File: src/rtl/tx_interp_fir.sv
// Polyphase x8 interpolating FIR for the DAC path: 5 Msps in, 40 Msps out on clk.
// Two time-shared 16x12 multipliers, one output slot every two clocks.
module tx_interp_fir (
  input  logic               clk,
  input  logic               rst,
  input  logic signed [15:0] indata,
  output logic               in_req,
  output logic signed [11:0] outdata,
  output logic               out_stb
);

  logic        [3:0]  cnt;
  logic signed [15:0] x0, x1, x2, x3;
  logic signed [27:0] prod_a, prod_b;
  logic signed [29:0] acc;
  logic               started;

  logic        [2:0]  phase;
  logic        [4:0]  idx_a, idx_b;
  logic signed [15:0] xa, xb;
  logic signed [11:0] ca, cb;
  logic signed [29:0] sum_ab;
  logic signed [29:0] acc_sh;
  logic signed [11:0] sat_val;

  // Prototype lowpass is symmetric, so only h[0..15] is stored; index k>=16 folds to 31-k.
  function automatic logic signed [11:0] coef(input logic [4:0] idx);
    logic [3:0] k;
    k = idx[4] ? ~idx[3:0] : idx[3:0];
    case (k)
      4'd0:  coef = -12'sd40;
      4'd1:  coef = -12'sd60;
      4'd2:  coef = -12'sd70;
      4'd3:  coef = -12'sd60;
      4'd4:  coef = -12'sd20;
      4'd5:  coef = 12'sd50;
      4'd6:  coef = 12'sd150;
      4'd7:  coef = 12'sd280;
      4'd8:  coef = 12'sd430;
      4'd9:  coef = 12'sd590;
      4'd10: coef = 12'sd750;
      4'd11: coef = 12'sd890;
      4'd12: coef = 12'sd1000;
      4'd13: coef = 12'sd1080;
      4'd14: coef = 12'sd1130;
      default: coef = 12'sd1150;
    endcase
  endfunction

  // cnt[3:1] is the output phase; cnt[0] picks taps {0,1} or {2,3}.
  always_comb begin
    phase  = cnt[3:1];
    idx_a  = {cnt[0], 1'b0, phase};
    idx_b  = {cnt[0], 1'b1, phase};
    xa     = cnt[0] ? x2 : x0;
    xb     = cnt[0] ? x3 : x1;
    ca     = coef(idx_a);
    cb     = coef(idx_b);
    sum_ab = {{2{prod_a[27]}}, prod_a} + {{2{prod_b[27]}}, prod_b};
    acc_sh = acc >>> 11;
    if (acc_sh > 30'sd2047)
      sat_val = 12'sd2047;
    else if (acc_sh < -30'sd2048)
      sat_val = -12'sd2048;
    else
      sat_val = acc_sh[11:0];
  end

  always_ff @(posedge clk or posedge rst) begin
    if (rst) begin
      cnt     <= '0;
      in_req  <= 1'b0;
      x0      <= '0;
      x1      <= '0;
      x2      <= '0;
      x3      <= '0;
      prod_a  <= '0;
      prod_b  <= '0;
      acc     <= '0;
      outdata <= '0;
      out_stb <= 1'b0;
      started <= 1'b0;
    end else begin
      cnt    <= cnt + 4'd1;
      in_req <= (cnt == 4'd14);
      if (cnt == 4'd15) begin
        x0 <= indata;
        x1 <= x0;
        x2 <= x1;
        x3 <= x2;
      end
      prod_a <= $signed({{12{xa[15]}}, xa}) * $signed({{16{ca[11]}}, ca});
      prod_b <= $signed({{12{xb[15]}}, xb}) * $signed({{16{cb[11]}}, cb});
      // Odd cnt closes a slot: publish the finished sum and restart the accumulator.
      if (cnt[0]) begin
        acc     <= sum_ab;
        outdata <= sat_val;
        out_stb <= 1'b0;
      end else begin
        acc     <= acc + sum_ab;
        out_stb <= started;
      end
      if (cnt == 4'd3)
        started <= 1'b1;
    end
  end

endmodule

File: config.mk
export PLATFORM = sky130hd
export DESIGN_NAME = tx_interp_fir
export DESIGN_NICKNAME = d
export VERILOG_FILES = /design/src/rtl/tx_interp_fir.sv
export SDC_FILE = /design/constraint.sdc
export NUM_CORES = 1
export LEC_CHECK = 0
export ABC_AREA = 1
export BUFFER_PORTS_ARGS = -buffer_cell sky130_fd_sc_hd__buf_2
export CAP_MARGIN = 20
export CORE_MARGIN = 4
export CORE_UTILIZATION = 24
export DETAILED_ROUTE_END_ITERATION = 8
export GPL_TIMING_DRIVEN = 0
export PLACE_DENSITY = 0.37
export SLEW_MARGIN = 10
export SYNTH_ARGS = -nofsm -noshare
export SYNTH_HDL_FRONTEND = slang
export SYNTH_SLANG_ARGS = --single-unit
File: constraint.sdc
create_clock -name clk -period 6.2 [get_ports clk]
set_input_delay 1.24 -clock clk [delete_from_list [all_inputs] [get_ports clk]]
set_output_delay 1.24 -clock clk [all_outputs]
set_load 0.01 [all_outputs]
**After elaboration in Yosys (flattened, before gate mapping)**

Memories as Yosys holds them, arrays and structs flattened.
Index checks and enable logic that the tools add are counted.

- Flip-flop bits (word level): 169
- Bits in read-only memories: 352
- Input bits: 18
- Output and inout port bits: 14
- Logic and storage cells: 34
- Memories kept: 2

Memories:

| memory | words | width | rd ports | clocked after Yosys merged registers in | write ports | line | source |
|---|---|---|---|---|---|---|---|
| (no name shown) | 16 | 11 | 1 | 0 | 0 | 30 | `case (k)` |
| (no name shown) | 16 | 11 | 1 | 0 | 0 | 30 |  |

- Add/subtract/negate cells: 3
- Multiply operators: 2
- Order comparisons: 2
- Equality and inequality tests: 3
- Mux-type cells: 8
- Bitwise gates (word level): 2

Operator list:

| kind | number |
|---|---|
| multiplier 16 x 12 -> 28 bit | 2 |
| two-way mux 16 bit | 2 |
| adder 30 x 29 -> 30 bit | 1 |
| two-way mux 30 bit | 1 |
| adder 28 x 28 -> 29 bit | 1 |
| two-way mux 12 bit | 2 |
| > comparator 19 x 12 -> 1 bit (second input constant) | 1 |
| < comparator 19 x 12 -> 1 bit (second input constant) | 1 |
| == test 4 bit (second input constant) | 2 |
| two-way mux 4 bit | 2 |
| adder 4 x 1 -> 4 bit (second input constant) | 1 |
| == test 4 x 2 -> 1 bit (second input constant) | 1 |
| inverter 3 -> 4 bit | 1 |
| inverter 4 bit | 1 |
| two-way mux 1 bit | 1 |

**Logic depth before layout (Yosys ltp)**

An unclocked memory read counts as a cell.

- Depth in word-level cells: 4
- Gate-level depth with buffers: 36
- Mapped depth without buffers: 33

**Worst setup path after synthesis**

No wires, ideal clock.

- Path kind: reg2reg
- From: register cnt[0]
- To: register prod_a[27]
- Library setup time: 0.116 ns
- Data arrival time: 6.329 ns
- Data required time: 6.084 ns
- Path slack: -0.245 ns
- Stages on the path, launching flop included: 29
- Buffers on the path: 4
- Period minus slack after synthesis: 6.445 ns
- Path through: dfrtp_1 -> buf_6 -> inv_4 -> buf_2 -> buf_4 -> buf_2 -> ha_1 -> inv_1 -> ha_1 -> nand2_1 -> nand2_1 -> nand2_1 -> nand2_1 -> inv_1 -> fa_1 -> fa_1 -> inv_1 -> fa_1 -> fa_1 -> fa_1 -> inv_1 -> ha_1 -> nand2_1 -> nor3_1 -> nand3_1 -> nand3_1 -> nand3_1 -> nand3_1 -> nand2_1

- Longest elaborated chain between the ends: 3
- Elaborated cells on any way between the ends: 4
- Classes of those cells: 1 x mul; 2 x mux; 1 x memory

Ends and longest elaborated chain:

| what | line | source |
|---|---|---|
| start, declared | 12 | `logic [3:0] cnt;` |
| start signal, assigned | 84 | `cnt <= cnt + 4'd1;` |
| two-way mux 4 bit | 29 | `k = idx[4] ? ~idx[3:0] : idx[3:0];` |
| memory read (16 x 11 bit) | - |  |
| multiplier 16 x 12 -> 28 bit (*) | 92 | `prod_a <= $signed({{12{xa[15]}}, xa}) * $signed({{16{ca[11]}}, ca});` |
| end signal, assigned | 92 |  |
| end, declared | 14 | `logic signed [27:0] prod_a, prod_b;` |

Mark *: on every way between the ends. The rest lies on a longest branch, timed or not.
A chain may end at the register's enable or synchronous reset.

**Final worst setup path**

Ends and elaborated chain as after synthesis.

==> flow_metrics.tcl <==
set metrics [dict create \
    setup_viol 0 \
    crit_slowest_cell "fa_2" \
    die_x_microns 322 \
    multi_input_area_sq_mm 0.0183 \
    dieArea_sq_mm 0.103 \
    root_buffer "clkbuf_16" \
    syn_nets 3550 \
    fin_skew_ns 0.0227 \
    synth_top_flop_cell "dfrtp_1" \
    whs_ns 0.472 \
    cpPeakStageDelay_ns 0.54 \
    dp_hpwl_microns 65700 \
    finalHoldViolCount 0 \
    fin_crit_ns 6.15 \
    route.detailed.wl_per_inst_microns 17.9 \
    floorplan.initialDensity_pct 24.3 \
    path_buf_inv 11 \
    mostFrequentLayoutCells "nand2_1, inv_1, fa_1" \
    diodes 0 \
    dieHeight_microns 322 \
    viasPerCell 4.30 \
    synth-seq-cells 166 \
    hold_buffers 0 \
    crit_arrival_ns 6.48 \
    drt_wl_total_microns 80000 \
    grt_use_total_pct 15.8 \
    synthDistinctLibCells 51 \
    max-cap-violations 0 \
    dr.pass1.iters 5 \
    clkTransAtPathRegs_ns 0.07 \
    path_max_fanout 6 \
    rsz0062_at_grt "true" \
    overflow 0 \
    clock_path_buffers 2 \
    peakVddDrop_mv 0.413 \
    syn-instance-count 2998 \
    yosysSeqAreaShare_pct 17.6 \
    drc 0 \
    fill_cells 10600 \
    ioPinCount 32 \
    grt_max_degree 101 \
    outcome "complete, no violations" \
    start_kind "flop" \
    syn_area_sq_mm 0.0236 \
    area_growth_pct 23.0 \
    fmax_mhz 163 \
    drtIter0Drc 943 \
    first_global_vias 20700 \
    cts_tree "yes" \
    powerDensity_mw_per_mm2 539 \
    holdCritPathClass "flop to flop" \
    finalCritPeriodShare_pct 99.1 \
    numCtsBuffers 17 \
    nets 3731 \
    crit_path_frequent_cell "buf_12" \
    criticalPathCategory "flop to flop" \
    antenna_found_initial 0 \
    ff_latch_area_sq_mm 0.00415 \
    worst_slew_pin_slew_ns 0.833 \
    core_sq_mm 0.0971 \
    htree_levels 4 \
    cts_sinks 166 \
    async_flop_share_pct 100 \
    rows 114 \
    avgSynthCellArea_sq_um 7.87 \
    vias 19200 \
    drive_gt1_share_pct 19.5 \
    fin_tns_setup_ns 0 \
    final_common_cell "nand2_1" \
    slew_violations 0 \
    ys_warn_count 0 \
    post-route-util_pct 29.9 \
    end_kind "flop" \
    antenna_left 0 \
    synth_edf_count 0 \
    place.gp.congestion 0.831 \
    p_leak_nw 14.6 \
    port_buffers 31 \
    required_ns 6.54 \
    grt_pass1_wl_microns 124000 \
    slew_headroom_pct 44.5 \
    clk_latency_ns 0.49 \
    cp_top_family "adder cells" \
]
flip-flops by register name (all words and copies together) (netlist names), 4 cells and up:
signal	cells
x2	16
outdata	12
prod_b	27
acc	29
prod_a	27
cnt	4
x1	16
x3	16
x0	16
metal layers:
| metal | vias to the layer above | GRT usage, % | wire, microns |
|---|---|---|---|
| met4 | 0 | 2.97 | 1050 |
| met2 | 184 | 26.7 | 38200 |
| li1 | 9500 | - | - |
| met1 | 9475 | 22.0 | 39200 |
| met3 | 45 | 1.62 | 1570 |
| met5 | - | 0 | 0 |
Yosys cell counts (all sizes together), types with 14 or more instances:
library cell	n	area [sq um]
o21ai	167	1000
nand3	92	465
nor3	14	75.1
dfrtp	166	4150
buf	46	338
a21oi	134	697
xnor2	22	193
xor2	46	403
nand4	29	181
ha	210	2630
nor2	312	1220
and2	17	106
fa	324	6490
inv	632	2380
nand2	717	2750
cells by family after synthesis:
| family | share of synthesized area (%) |
|---|---|
| buf+inv | 11.7 |
| flops | 17.6 |
| compound gates | 8.49 |
| mux | 0.191 |
| xor+xnor | 2.52 |
| fa+ha+maj | 38.6 |
| simple gates | 20.9 |
path summary, 6_finish.rpt:
check	endpoint	start	slack, ns	cells past startpoint
max	prod_a[27]	cnt[0]	0.05	30
min	started	started	0.47	2
max reg2reg	prod_a[27]	cnt[0]	0.05	30
min reg2reg	started	started	0.47	2
max in group asynchronous	x0[9]	rst	4.43	3
min in group asynchronous	outdata[5]	rst	0.77	2
stage by stage:
| stage | instances | total power [mW] | worst slack (ns) | area (sq um) |
|---|---|---|---|---|
| after floorplan | 2998 | 9.12 | 0.0387 | 23600 |
| after global placement | 4305 | 12.3 | -2.40 | 25400 |
| after detailed placement | 4306 | 12.2 | -1.95 | 25400 |
| after CTS | 4416 | 14.6 | -0.217 | 27900 |
| after global routing | 4467 | 17.4 | -0.173 | 29000 |
| final | 4467 | 15.7 | 0.0532 | 29000 |
repair_timing:
action                     in CTS  in global routing
cloned                          1                  3
buffers inserted               78                 51
hold endpoints to repair        0                  0
gates resized for setup       278                195
pin swaps                      89                156
setup endpoints to repair      41                 34
area by class of cell:
class	count	area share [%]
multi-input cells	2143	63.1
flip-flops and latches	166	14.3
inverters	633	8.49
well taps	1276	5.50
repair buffers	164	4.92
plain buffers	54	1.80
clock buffers	18	1.48
clock inverters	13	0.409
worst reg2reg max path: cells and delay by family (launching register included):
family	cells	cell delay (ns)
DFF	1	0.40
and+or+nand+nor	10	1.00
adders and majority gates	8	3.33
AOI/OAI and AO/OA	1	0.19
buffers and inverters	11	1.08
report_power, final:
| group | leakage (nW) | switching (mW) | total [mW] | internal [mW] |
|---|---|---|---|---|
| logic | 12.4 | 7.91 | 12.9 | 5.01 |
| clock network | 0.262 | 0.535 | 1.06 | 0.522 |
| registers | 1.94 | 0.214 | 1.69 | 1.47 |
| total | 14.6 | 8.66 | 15.7 | 7.01 |
(Power assumes the default switching activity.)
